<file path="config.mk">
export PLATFORM = sky130hd
export DESIGN_NAME = pad_window_ctrl
export DESIGN_NICKNAME = d
export VERILOG_FILES = /design/src/rtl/pad_window_ctrl.sv
export SDC_FILE = /design/constraint.sdc
export NUM_CORES = 1
export LEC_CHECK = 0
export CELL_PAD_IN_SITES_DETAIL_PLACEMENT = 1
export CELL_PAD_IN_SITES_GLOBAL_PLACEMENT = 2
export CORE_ASPECT_RATIO = 0.9
export CORE_MARGIN = 4
export CORE_UTILIZATION = 27
export CTS_CLUSTER_SIZE = 28
export DETAILED_ROUTE_END_ITERATION = 16
export PLACE_DENSITY = 0.92
export SLEW_MARGIN = 15
export SYNTH_ARGS = -nofsm -noshare
export SYNTH_HDL_FRONTEND = slang
export SYNTH_SLANG_ARGS = --single-unit
</file>
<file path="constraint.sdc">
create_clock -name i_clk -period 6.2 [get_ports i_clk]
set_clock_uncertainty 0.05 [all_clocks]
set_input_delay 1.24 -clock i_clk [delete_from_list [all_inputs] [get_ports i_clk]]
set_output_delay 1.24 -clock i_clk [all_outputs]
set_load 0.05 [all_outputs]
</file>
<file path="src/rtl/pad_window_ctrl.sv">
// Border-padding controller for a streamed 3x3 window: zeroes the taps that fall outside
// the frame and passes masked windows downstream through a one-deep valid/ready stage.
module pad_window_ctrl #(
    parameter int unsigned DATA_W = 10,
    parameter int unsigned DIM_W  = 8
) (
    input  logic                  i_clk,
    input  logic                  i_rst_n,
    input  logic                  i_start,
    input  logic [DIM_W-1:0]      i_cfg_width,
    input  logic [DIM_W-1:0]      i_cfg_height,
    input  logic                  i_win_valid,
    output logic                  o_win_ready,
    input  logic [9*DATA_W-1:0]   i_win_data,
    output logic                  o_win_valid,
    input  logic                  i_win_ready,
    output logic [9*DATA_W-1:0]   o_win_data,
    output logic [8:0]            o_tap_mask,
    output logic                  o_last,
    output logic                  o_busy,
    output logic                  o_done
);

    typedef enum logic [1:0] {StIdle, StRun, StDone} state_e;

    state_e               state_q, state_d;
    logic [DIM_W-1:0]     width_q, width_d;
    logic [DIM_W-1:0]     height_q, height_d;
    logic [DIM_W-1:0]     row_q, row_d;
    logic [DIM_W-1:0]     col_q, col_d;
    logic                 win_valid_q, win_valid_d;
    logic [9*DATA_W-1:0]  win_data_q, win_data_d;
    logic [8:0]           tap_mask_q, tap_mask_d;
    logic                 last_q, last_d;
    logic                 done_q, done_d;

    logic                 win_ready;
    logic                 accept;
    logic                 out_xfer;
    logic                 row_first, row_last, col_first, col_last;
    logic [8:0]           tap_keep;
    logic [9*DATA_W-1:0]  masked_data;

    always_comb begin
        win_ready = (state_q == StRun) && (!win_valid_q || i_win_ready);
        accept    = i_win_valid && win_ready;
        out_xfer  = win_valid_q && i_win_ready;
        row_first = (row_q == '0);
        row_last  = (row_q == height_q - DIM_W'(1));
        col_first = (col_q == '0);
        col_last  = (col_q == width_q - DIM_W'(1));
    end

    // A dimension of 1 makes first and last coincide, so both borders get zeroed.
    always_comb begin
        tap_keep = '1;
        for (int k = 0; k < 9; k++) begin
            if ((k < 3 && row_first) || (k >= 6 && row_last) ||
                (k % 3 == 0 && col_first) || (k % 3 == 2 && col_last)) begin
                tap_keep[k] = 1'b0;
            end
        end
    end

    always_comb begin
        masked_data = '0;
        for (int k = 0; k < 9; k++) begin
            if (tap_keep[k]) begin
                masked_data[DATA_W*k +: DATA_W] = i_win_data[DATA_W*k +: DATA_W];
            end
        end
    end

    always_comb begin
        state_d     = state_q;
        width_d     = width_q;
        height_d    = height_q;
        row_d       = row_q;
        col_d       = col_q;
        win_valid_d = win_valid_q;
        win_data_d  = win_data_q;
        tap_mask_d  = tap_mask_q;
        last_d      = last_q;
        done_d      = 1'b0;

        if (out_xfer) begin
            win_valid_d = 1'b0;
        end

        unique case (state_q)
            StIdle: begin
                if (i_start) begin
                    width_d  = i_cfg_width;
                    height_d = i_cfg_height;
                    row_d    = '0;
                    col_d    = '0;
                    if (i_cfg_width == '0 || i_cfg_height == '0) begin
                        state_d = StDone;
                    end else begin
                        state_d = StRun;
                    end
                end
            end
            StRun: begin
                if (accept) begin
                    win_valid_d = 1'b1;
                    win_data_d  = masked_data;
                    tap_mask_d  = tap_keep;
                    last_d      = row_last && col_last;
                    if (col_last) begin
                        col_d = '0;
                        row_d = row_q + DIM_W'(1);
                    end else begin
                        col_d = col_q + DIM_W'(1);
                    end
                    if (row_last && col_last) begin
                        state_d = StDone;
                    end
                end
            end
            StDone: begin
                // Wait for the final window to leave before signalling completion.
                if (!win_valid_q || out_xfer) begin
                    done_d  = 1'b1;
                    state_d = StIdle;
                end
            end
            default: state_d = StIdle;
        endcase
    end

    always_ff @(posedge i_clk) begin
        if (!i_rst_n) begin
            state_q     <= StIdle;
            width_q     <= '0;
            height_q    <= '0;
            row_q       <= '0;
            col_q       <= '0;
            win_valid_q <= 1'b0;
            win_data_q  <= '0;
            tap_mask_q  <= '0;
            last_q      <= 1'b0;
            done_q      <= 1'b0;
        end else begin
            state_q     <= state_d;
            width_q     <= width_d;
            height_q    <= height_d;
            row_q       <= row_d;
            col_q       <= col_d;
            win_valid_q <= win_valid_d;
            win_data_q  <= win_data_d;
            tap_mask_q  <= tap_mask_d;
            last_q      <= last_d;
            done_q      <= done_d;
        end
    end

    assign o_win_ready = win_ready;
    assign o_win_valid = win_valid_q;
    assign o_win_data  = win_data_q;
    assign o_tap_mask  = tap_mask_q;
    assign o_last      = last_q;
    assign o_busy      = (state_q != StIdle);
    assign o_done      = done_q;

endmodule

</file>
Yosys cells after proc, flatten, opt, wreduce, memory -nomap -nowiden
Cells that the tools add are included.
Cells by class
  add/sub/neg operators: 4
  equality and inequality tests: 9
  multiplexer cells: 33
  reduce and logical (&&, ||, !) cells: 25
Operator list (count)
  $mux 10: 8
  $mux 8: 5
  $logic_not 8->1: 4
  $pmux 8 s2: 2
  $add 8x1->8 const B: 2
  $eq 8x8->1: 2
  $sub 8x1->8 const B: 2
  $mux 1: 12
  $mux 2: 5
  $ne 2x2->1 const B: 4
  $reduce_and 4->1: 2
  $logic_or 1x1->1: 7
  $pmux 2 s3: 1
  $reduce_and 2->1: 3
  $logic_and 1x1->1: 4
  $reduce_bool 2->1: 2
  $reduce_and 3->1: 1
  $eq 2x1->1 const B: 1
  $eq 2x2->1 const B: 1
  $logic_not 2->1: 1
  $ne 2x1->1 const B: 1
  $logic_not 1->1: 1
Storage, ports and cells
  flip-flop bits (word level): 136
  output and inout port bits: 104

Longest topological paths before layout
Gate-level depths: netlist of run 1.
  word-level depth: 6
  mapped depth: 11
  depth with buffers taken out: 9

Worst setup path before layout of run 1
No wires, ideal clock.
  kind: input -> register
  start point: in i_win_ready
  end point: reg win_data_q[1], in the netlist o_win_data[1]
  setup time: 66 ps
  arrival: 3230 ps
  path slack: 2854 ps
  stages on the path: 8
  cell sequence: nor2b_1 nor2_1 nand2_1 a21oi_1 and2_1 clkbuf_1 a22oi_1 nor2b_1
Between the ends
  cells in the longest elaborated chain, start to end: 4
RTL lines
  start, declared: RTL line 16  | input logic i_win_ready,
  $logic_or 1x1->1: RTL line 45  | win_ready = (state_q == StRun) && (!win_valid_q || i_win_ready);
  $logic_and 1x1->1: RTL line 45
  via o_win_ready: RTL line 13  | output logic o_win_ready,
  $logic_and 1x1->1: RTL line 46  | accept = i_win_valid && win_ready;
  $reduce_and 2->1 (no source line)
  end signal, assigned: RTL line 151  | win_data_q <= win_data_d;
  end, declared: RTL line 32  | logic [9*DATA_W-1:0] win_data_q, win_data_d;
The timed path passes the listed nets, and every way through them passes these cells.
A chain may end at the register's enable or synchronous reset.

Worst setup path after layout of run 1
  start point: in i_win_ready
  end point: out o_win_ready
Between the ends
  cells in the longest elaborated chain, start to end: 2
RTL lines (RTL line)
  $logic_or 1x1->1: 45
  $logic_and 1x1->1: 45
  end, declared: 13
No other way between the ends.

==> results.cfg, run 1 <==
[clock_network]
cts_resized = 0
cts_htree_levels = 4
clk_latency_ps = 410
clock-root-buffer = clkbuf_16
cts.sinks = 136
postCtsSetupRepairBufs = 0
cts_tree = yes
clockBufferDepth = 2
cts_buffers = 17
cts.clk_slew.worst_paths_ps = 60
cts.hold.buffers_added = 0

[worst_hold_path]
hold_path.class = reg -> reg

[placed_design]
io_buffers = 214
gp_congestion = 0.7627
hpwl_microns = 13360
dp.cells = 1065

[die]
io-pin-count = 215
die_h_microns = 145.5
start_util = 0.2739
rows = 50
dieArea_sq_um = 23390
fp.coreArea_sq_um = 20710
die_x_microns = 160.8

[timing]
setup_viol = 0
holdWs_ps = 416.0
tns_ps = 0
maxSlewHeadroom = 0.3623
drv_slew = 0
timing.final.crit_share = 0.6527
grt_setup_unrepaired = false
finalWorstPathRequiredPeriod_ps = 4047
hold_viol = 0
worst_slew_pin_slew_ps = 956.6
fmax_mhz = 247.1

[power_and_ir_drop]
report.power.total_w = 0.002473
internal_power_w = 0.001690
clock_power_share = 0.407
irDropWorstVdd_uv = 184.0
p_leak_nw = 2.978
seq_power_share = 0.387
p_per_area_nw_per_um2 = 286.8
switchingPower_w = 0.0007831
netSwitchingFraction = 0.3167
share_comb_of_total_power = 0.206

[worst_setup_path]
path_cells = clkdlybuf4s50_1 -> nor2b_1 -> nor2_1 -> clkdlybuf4s50_1
reg2reg_depth = 9
r2r-start = width_q[0]
cp_max_fo = 3
endpoint = o_win_ready
slowest_delay_ps = 830
path_common_cell = clkdlybuf4s50_1
crit_cells = 4
r2r-end = row_q[3]
crit_start = i_win_ready
endpoint_kind = output pin
startpoint_type = primary input
critical-path-top-delay-family = buffers and inverters
required_ps = 4910
regToRegSetupSlack_ps = 3300
critPathKind = in -> out
cp_data_arrival_time_ps = 2760
path_buf_inv = 2
cpMaxStageDelayCell = clkdlybuf4s50_1

[run]
cap_violations = 0

[global_route]
grtUsageTotal = 0.1571
grt_pass1_wl_microns = 29740
grt_pass1_vias = 5481
overflow = 0
grt_antenna_before_repair = 0
grt_max_degree = 106

[synthesis]
yosysTopAreaCell = dfxtp_1
synth-edff-count = 0
netlist_area_sq_um = 5672
synthTopCellsByArea = dfxtp_1 48%, nor2b_1 8.4%, a22oi_1 8.2%, nand2_1 4.9%, a21boi_0 3.4%
synth.avg_cell_area_sq_um = 9.421
synth_ff_type = dfxtp_1
synth_seq_cells = 136
ys_async_sr_fraction = 0
synth_cell_types = 53
ys_seq_area_frac = 0.4800
ys_warn_count = 0
yosys.area.top_type_share = 0.4800
synth_nets = 719
syn-instance-count = 602

[detailed_routing]
totalWireLength_microns = 18410
dr.pass1.iters = 4
wl_per_cell_microns = 16.79
drt.antenna.violating_nets = 0
drtIter0Drc = 197
drc_errors = 0
vias = 5112
via_per_inst = 4.660

[final_layout]
antenna_cells = 0
nets = 915
syn2layout_area_growth_pct = 52.00
stdcell_count = 1097
drive_above_1_share = 0.06905

[run_status]
status = finished clean
[how the worst min path moves through the flow]
stage | end | cells after the start | from | slack, ps
after global routing | o_win_data[21] | 1 | o_win_data[21] | 450
final | o_win_data[40] | 2 | o_win_data[40] | 420
after floorplan | height_q[7] | 2 | height_q[7] | 410
after global placement | o_tap_mask[4] | 1 | o_tap_mask[4] | 400
after detailed placement | o_win_data[29] | 1 | o_win_data[29] | 410
after CTS | o_win_data[40] | 2 | o_win_data[40] | 420
[synthesized netlist by cell type (8+ instances only)]
master and n:
clkbuf_1 34, xor2_1 15, nand2_1 74, inv_1 10, nand4_1 8, a21oi_1 24
o21ai_0 8, dfxtp_1 136, nor2_1 17, a22o_1 20, a22oi_1 62, a21boi_0 26
nor2b_1 76, xnor2_1 10
[power groups by stage]
| stage | Combinational (W) | Clock [W] | Sequential, W |
|---|---|---|---|
| after floorplan | 0.000222 | 0 | 0.00106 |
| after global routing | 0.000551 | 0.00108 | 0.000964 |
| after global placement | 0.000505 | 0 | 0.000975 |
| final | 0.000508 | 0.00101 | 0.000957 |
| after CTS | 0.000516 | 0.00104 | 0.000958 |
| after detailed placement | 0.000513 | 0 | 0.000977 |
[worst reg2reg max path: stages, from the launching register on]
cell and delay [ps]:
dfxtp_1 510, inv_1 80, ha_1 330, xor2_1 190, nor2_1 100, a21oi_1 70, a2111oi_4 390, a21oi_1 330
or4_1 580, a21oi_1 170
[routing by layer]
layer	routed length (microns)	vias up	track usage	part of all wire
li1	-	2504	-	-
met1	7862	2445	0.1859	0.43
met4	233	0	0.04563	0.013
met2	8733	145	0.2629	0.47
met3	1584	18	0.06429	0.086
met5	0	-	0	0
[stage by stage]
| stage | worst slack (ps) | instance area [sq um] | utilization |
|---|---|---|---|
| after floorplan | 2854 | 5672 | - |
| after global placement | 2137 | 8038 | 0.3882 |
| after detailed placement | 2029 | 8038 | 0.3882 |
| after CTS | 2138 | 8617 | 0.4161 |
| after global routing | 2073 | 8621 | 0.4163 |
| final | 2153 | 8621 | 0.4163 |
[logic make-up after synthesis]
group                    share of synthesized area
adder cells (fa/ha/maj)                    0.01324
AND/OR/NAND/NOR                             0.2188
buffers and inverters                      0.03508
XOR/XNOR                                   0.03861
flip-flops                                  0.4800
multiplexers                              0.005295
AO/OA/AOI/OAI                               0.2089
[flip-flops by register name (all words and copies together), names as in the netlist, 2 cells and up]
signal and cells:
height_q 8, o_win_data 90, o_tap_mask 9, row_q 8, width_q 8, col_q 8, state_q 2
[placed cells by master (no fill, tap or decap), drive strengths merged, types with 6 or more instances in the layout]
cell type / instances
ha: 6
clkbuf: 17
a21boi: 26
dfxtp: 136
nor2b: 76
nor2: 18
xnor2: 10
a22o: 20
nor4: 7
a21oi: 24
xor2: 15
clkdlybuf4s50: 213
nor3: 8
nand4: 8
nand2: 74
o21ai: 9
inv: 21
a22oi: 62
[final cells by class]
class | instances | area [sq um]
Timing Repair Buffer | 218 | 2167
Fill cell | 2353 | 12090
Inverter | 10 | 37.54
Clock inverter | 15 | 153.9
Tap cell | 286 | 357.8
Sequential cell | 136 | 2723
Multi-Input combinational cell | 415 | 2756
Clock buffer | 17 | 425.4
No activity file was read; power rests on OpenSTA's default activity.
==> inputs of run 2 (changes only) <==
- CORE_UTILIZATION: 27 -> 25
- PLACE_DENSITY: 0.92 -> 0.86
- clock period: 6.2 -> 3.81 ns (I/O delays scaled with it)
==> run 2 against run 1 <==
Against the previous run:
- cell area increased by 1.2%
- wire length is 2.8% higher
- clock-buffer cell count unchanged
- hold slack better by 1.9 ps
- combinational power up 64%
- setup slack got worse by 1200 ps
- sequential cell count unchanged
- critical path depth up 5
- critical endpoint is now row_q[1]
==> results.cfg, run 2 (synthesized netlist as in run 1, its figures left out) <==
[global_route]
grt_antenna_before_repair = 0
grt_max_degree = 76
grt_pass1_wl_microns = 29400
grt_pass1_vias = 5395
overflow = 0
grtUsageTotal = 0.1476

[worst_hold_path]
hold_path.class = reg -> reg

[worst_setup_path]
cpMaxStageDelayCell = a21oi_1
slowest_delay_ps = 740
required_ps = 4100
cp_max_fo = 13
critPathKind = reg -> reg
cp_data_arrival_time_ps = 3120
path_common_cell = a21oi_1
endpoint_kind = flop
path_cells = inv_1 -> ha_1 -> xor2_1 -> nor2_1 -> a21oi_1 -> a2111oi_4 -> a21oi_1 -> o21ai_2 -> o21ai_0
critical-path-top-delay-family = compound AO/OA/AOI/OAI gates
startpoint_type = flop
path_buf_inv = 1

[timing]
maxSlewHeadroom = 0.3844
drv_slew = 0
setup_viol = 0
timing.final.crit_share = 0.7440
tns_ps = 0
worst_slew_pin_slew_ps = 919.9
fmax_mhz = 352.8
hold_viol = 0
finalWorstPathRequiredPeriod_ps = 2835
grt_setup_unrepaired = false

[detailed_routing]
drt-met1-wl_microns = 7776
drtIter0Drc = 241
vias = 5132
drt.antenna.violating_nets = 0
drc_errors = 0
dr.pass1.iters = 4
via_per_inst = 4.611
wl_met2_microns = 9264
top_layer = met4
wl_met3_microns = 1670
wl_per_cell_microns = 17.01
totalWireLength_microns = 18940

[clock_network]
cts_tree = yes
cts_resized = 0
clock-root-buffer = clkbuf_16
clk_latency_ps = 420
cts_htree_levels = 4
cts_buffers = 17
postCtsSetupRepairBufs = 0
clockBufferDepth = 2
cts.sinks = 136
cts.hold.buffers_added = 0
cts.clk_slew.worst_paths_ps = 60

[power_and_ir_drop]
seq_power_share = 0.371
irDropWorstVdd_uv = 243.5
share_comb_of_total_power = 0.198
switchingPower_w = 0.001256
report.power.total_w = 0.004195
p_per_area_nw_per_um2 = 480.8
internal_power_w = 0.002939
p_leak_nw = 3.026
netSwitchingFraction = 0.2994
clock_power_share = 0.430

[final_layout]
syn2layout_area_growth_pct = 53.81
drive_above_1_share = 0.07475
largest_reg_flops = 90
mostFrequentLayoutCell = clkdlybuf4s50_1
antenna_cells = 0
mostFrequentLayoutCells = 212 x clkdlybuf4s50_1, 136 x dfxtp_1, 76 x nor2b_1
nets = 920
fill_cells = 2560

[die]
fp.coreArea_sq_um = 22380
die_h_microns = 150.9
io-pin-count = 215
dieArea_sq_um = 25160
rows = 52
die_x_microns = 166.8
start_util = 0.2534

[placed_design]
hpwl_microns = 13890
gp_congestion = 0.7541
io_buffers = 214

[run]
cap_violations = 0

[run_status]
status = finished clean
## run 2: per-layer routing
metal | GRT usage | vias to the layer above
met4 | 0.04254 | 0
met5 | 0 | -
met1 | 0.1686 | 2452
met2 | 0.2484 | 133
met3 | 0.07072 | 18
li1 | - | 2529
## run 2: final cells by class
type	count	area [sq um]	share of cell area
clock buffers	17	425.4	0.04877
multi-input cells	415	2753	0.3155
inverters	10	37.54	0.004303
repair buffers	223	2202	0.2524
clock inverters	15	211.5	0.02424
well taps	297	371.6	0.04260
flip-flops and latches	136	2723	0.3121
## run 2: worst paths after layout
kind                            slack [ps]              to  cells after the start      startpoint
worst min-delay path                   420  o_win_data[48]                      2  o_win_data[48]
worst max-delay path                   980        row_q[1]                      9      width_q[0]
worst max register to register         980        row_q[1]                      9      width_q[0]
worst min register to register         420  o_win_data[48]                      2  o_win_data[48]
## run 2: worst min-delay path, stage by stage, from the launching register on
cell      delay, ps
dfxtp_1         300
nand2_1          50
a21boi_0         70
## run 2: stage by stage
stage / util / instance area, sq um / hold WS [ps] / setup slack, ps / std cells
2_1_floorplan: - / 5672 / 405.1 / 942.4 / 602
3_3_place_gp: 0.3613 / 8087 / 398.4 / 1005 / 1081
3_5_place_dp: 0.3613 / 8087 / 408.2 / 927.1 / 1081
4_1_cts: 0.3898 / 8723 / 424.8 / 958.5 / 1113
5_1_grt: 0.3898 / 8723 / 432.9 / 601.5 / 1113
6_report: 0.3898 / 8723 / 418.0 / 975.5 / 1113
## run 2: power groups by stage
stage	Combinational [W]	Clock [W]	Sequential (W)
floorplan	0.000361	0	0.00173
global placement	0.000836	0	0.00159
detailed placement	0.000843	0	0.00159
CTS	0.000848	0.00186	0.00156
global route	0.000905	0.00193	0.00157
finish	0.000832	0.00180	0.00156
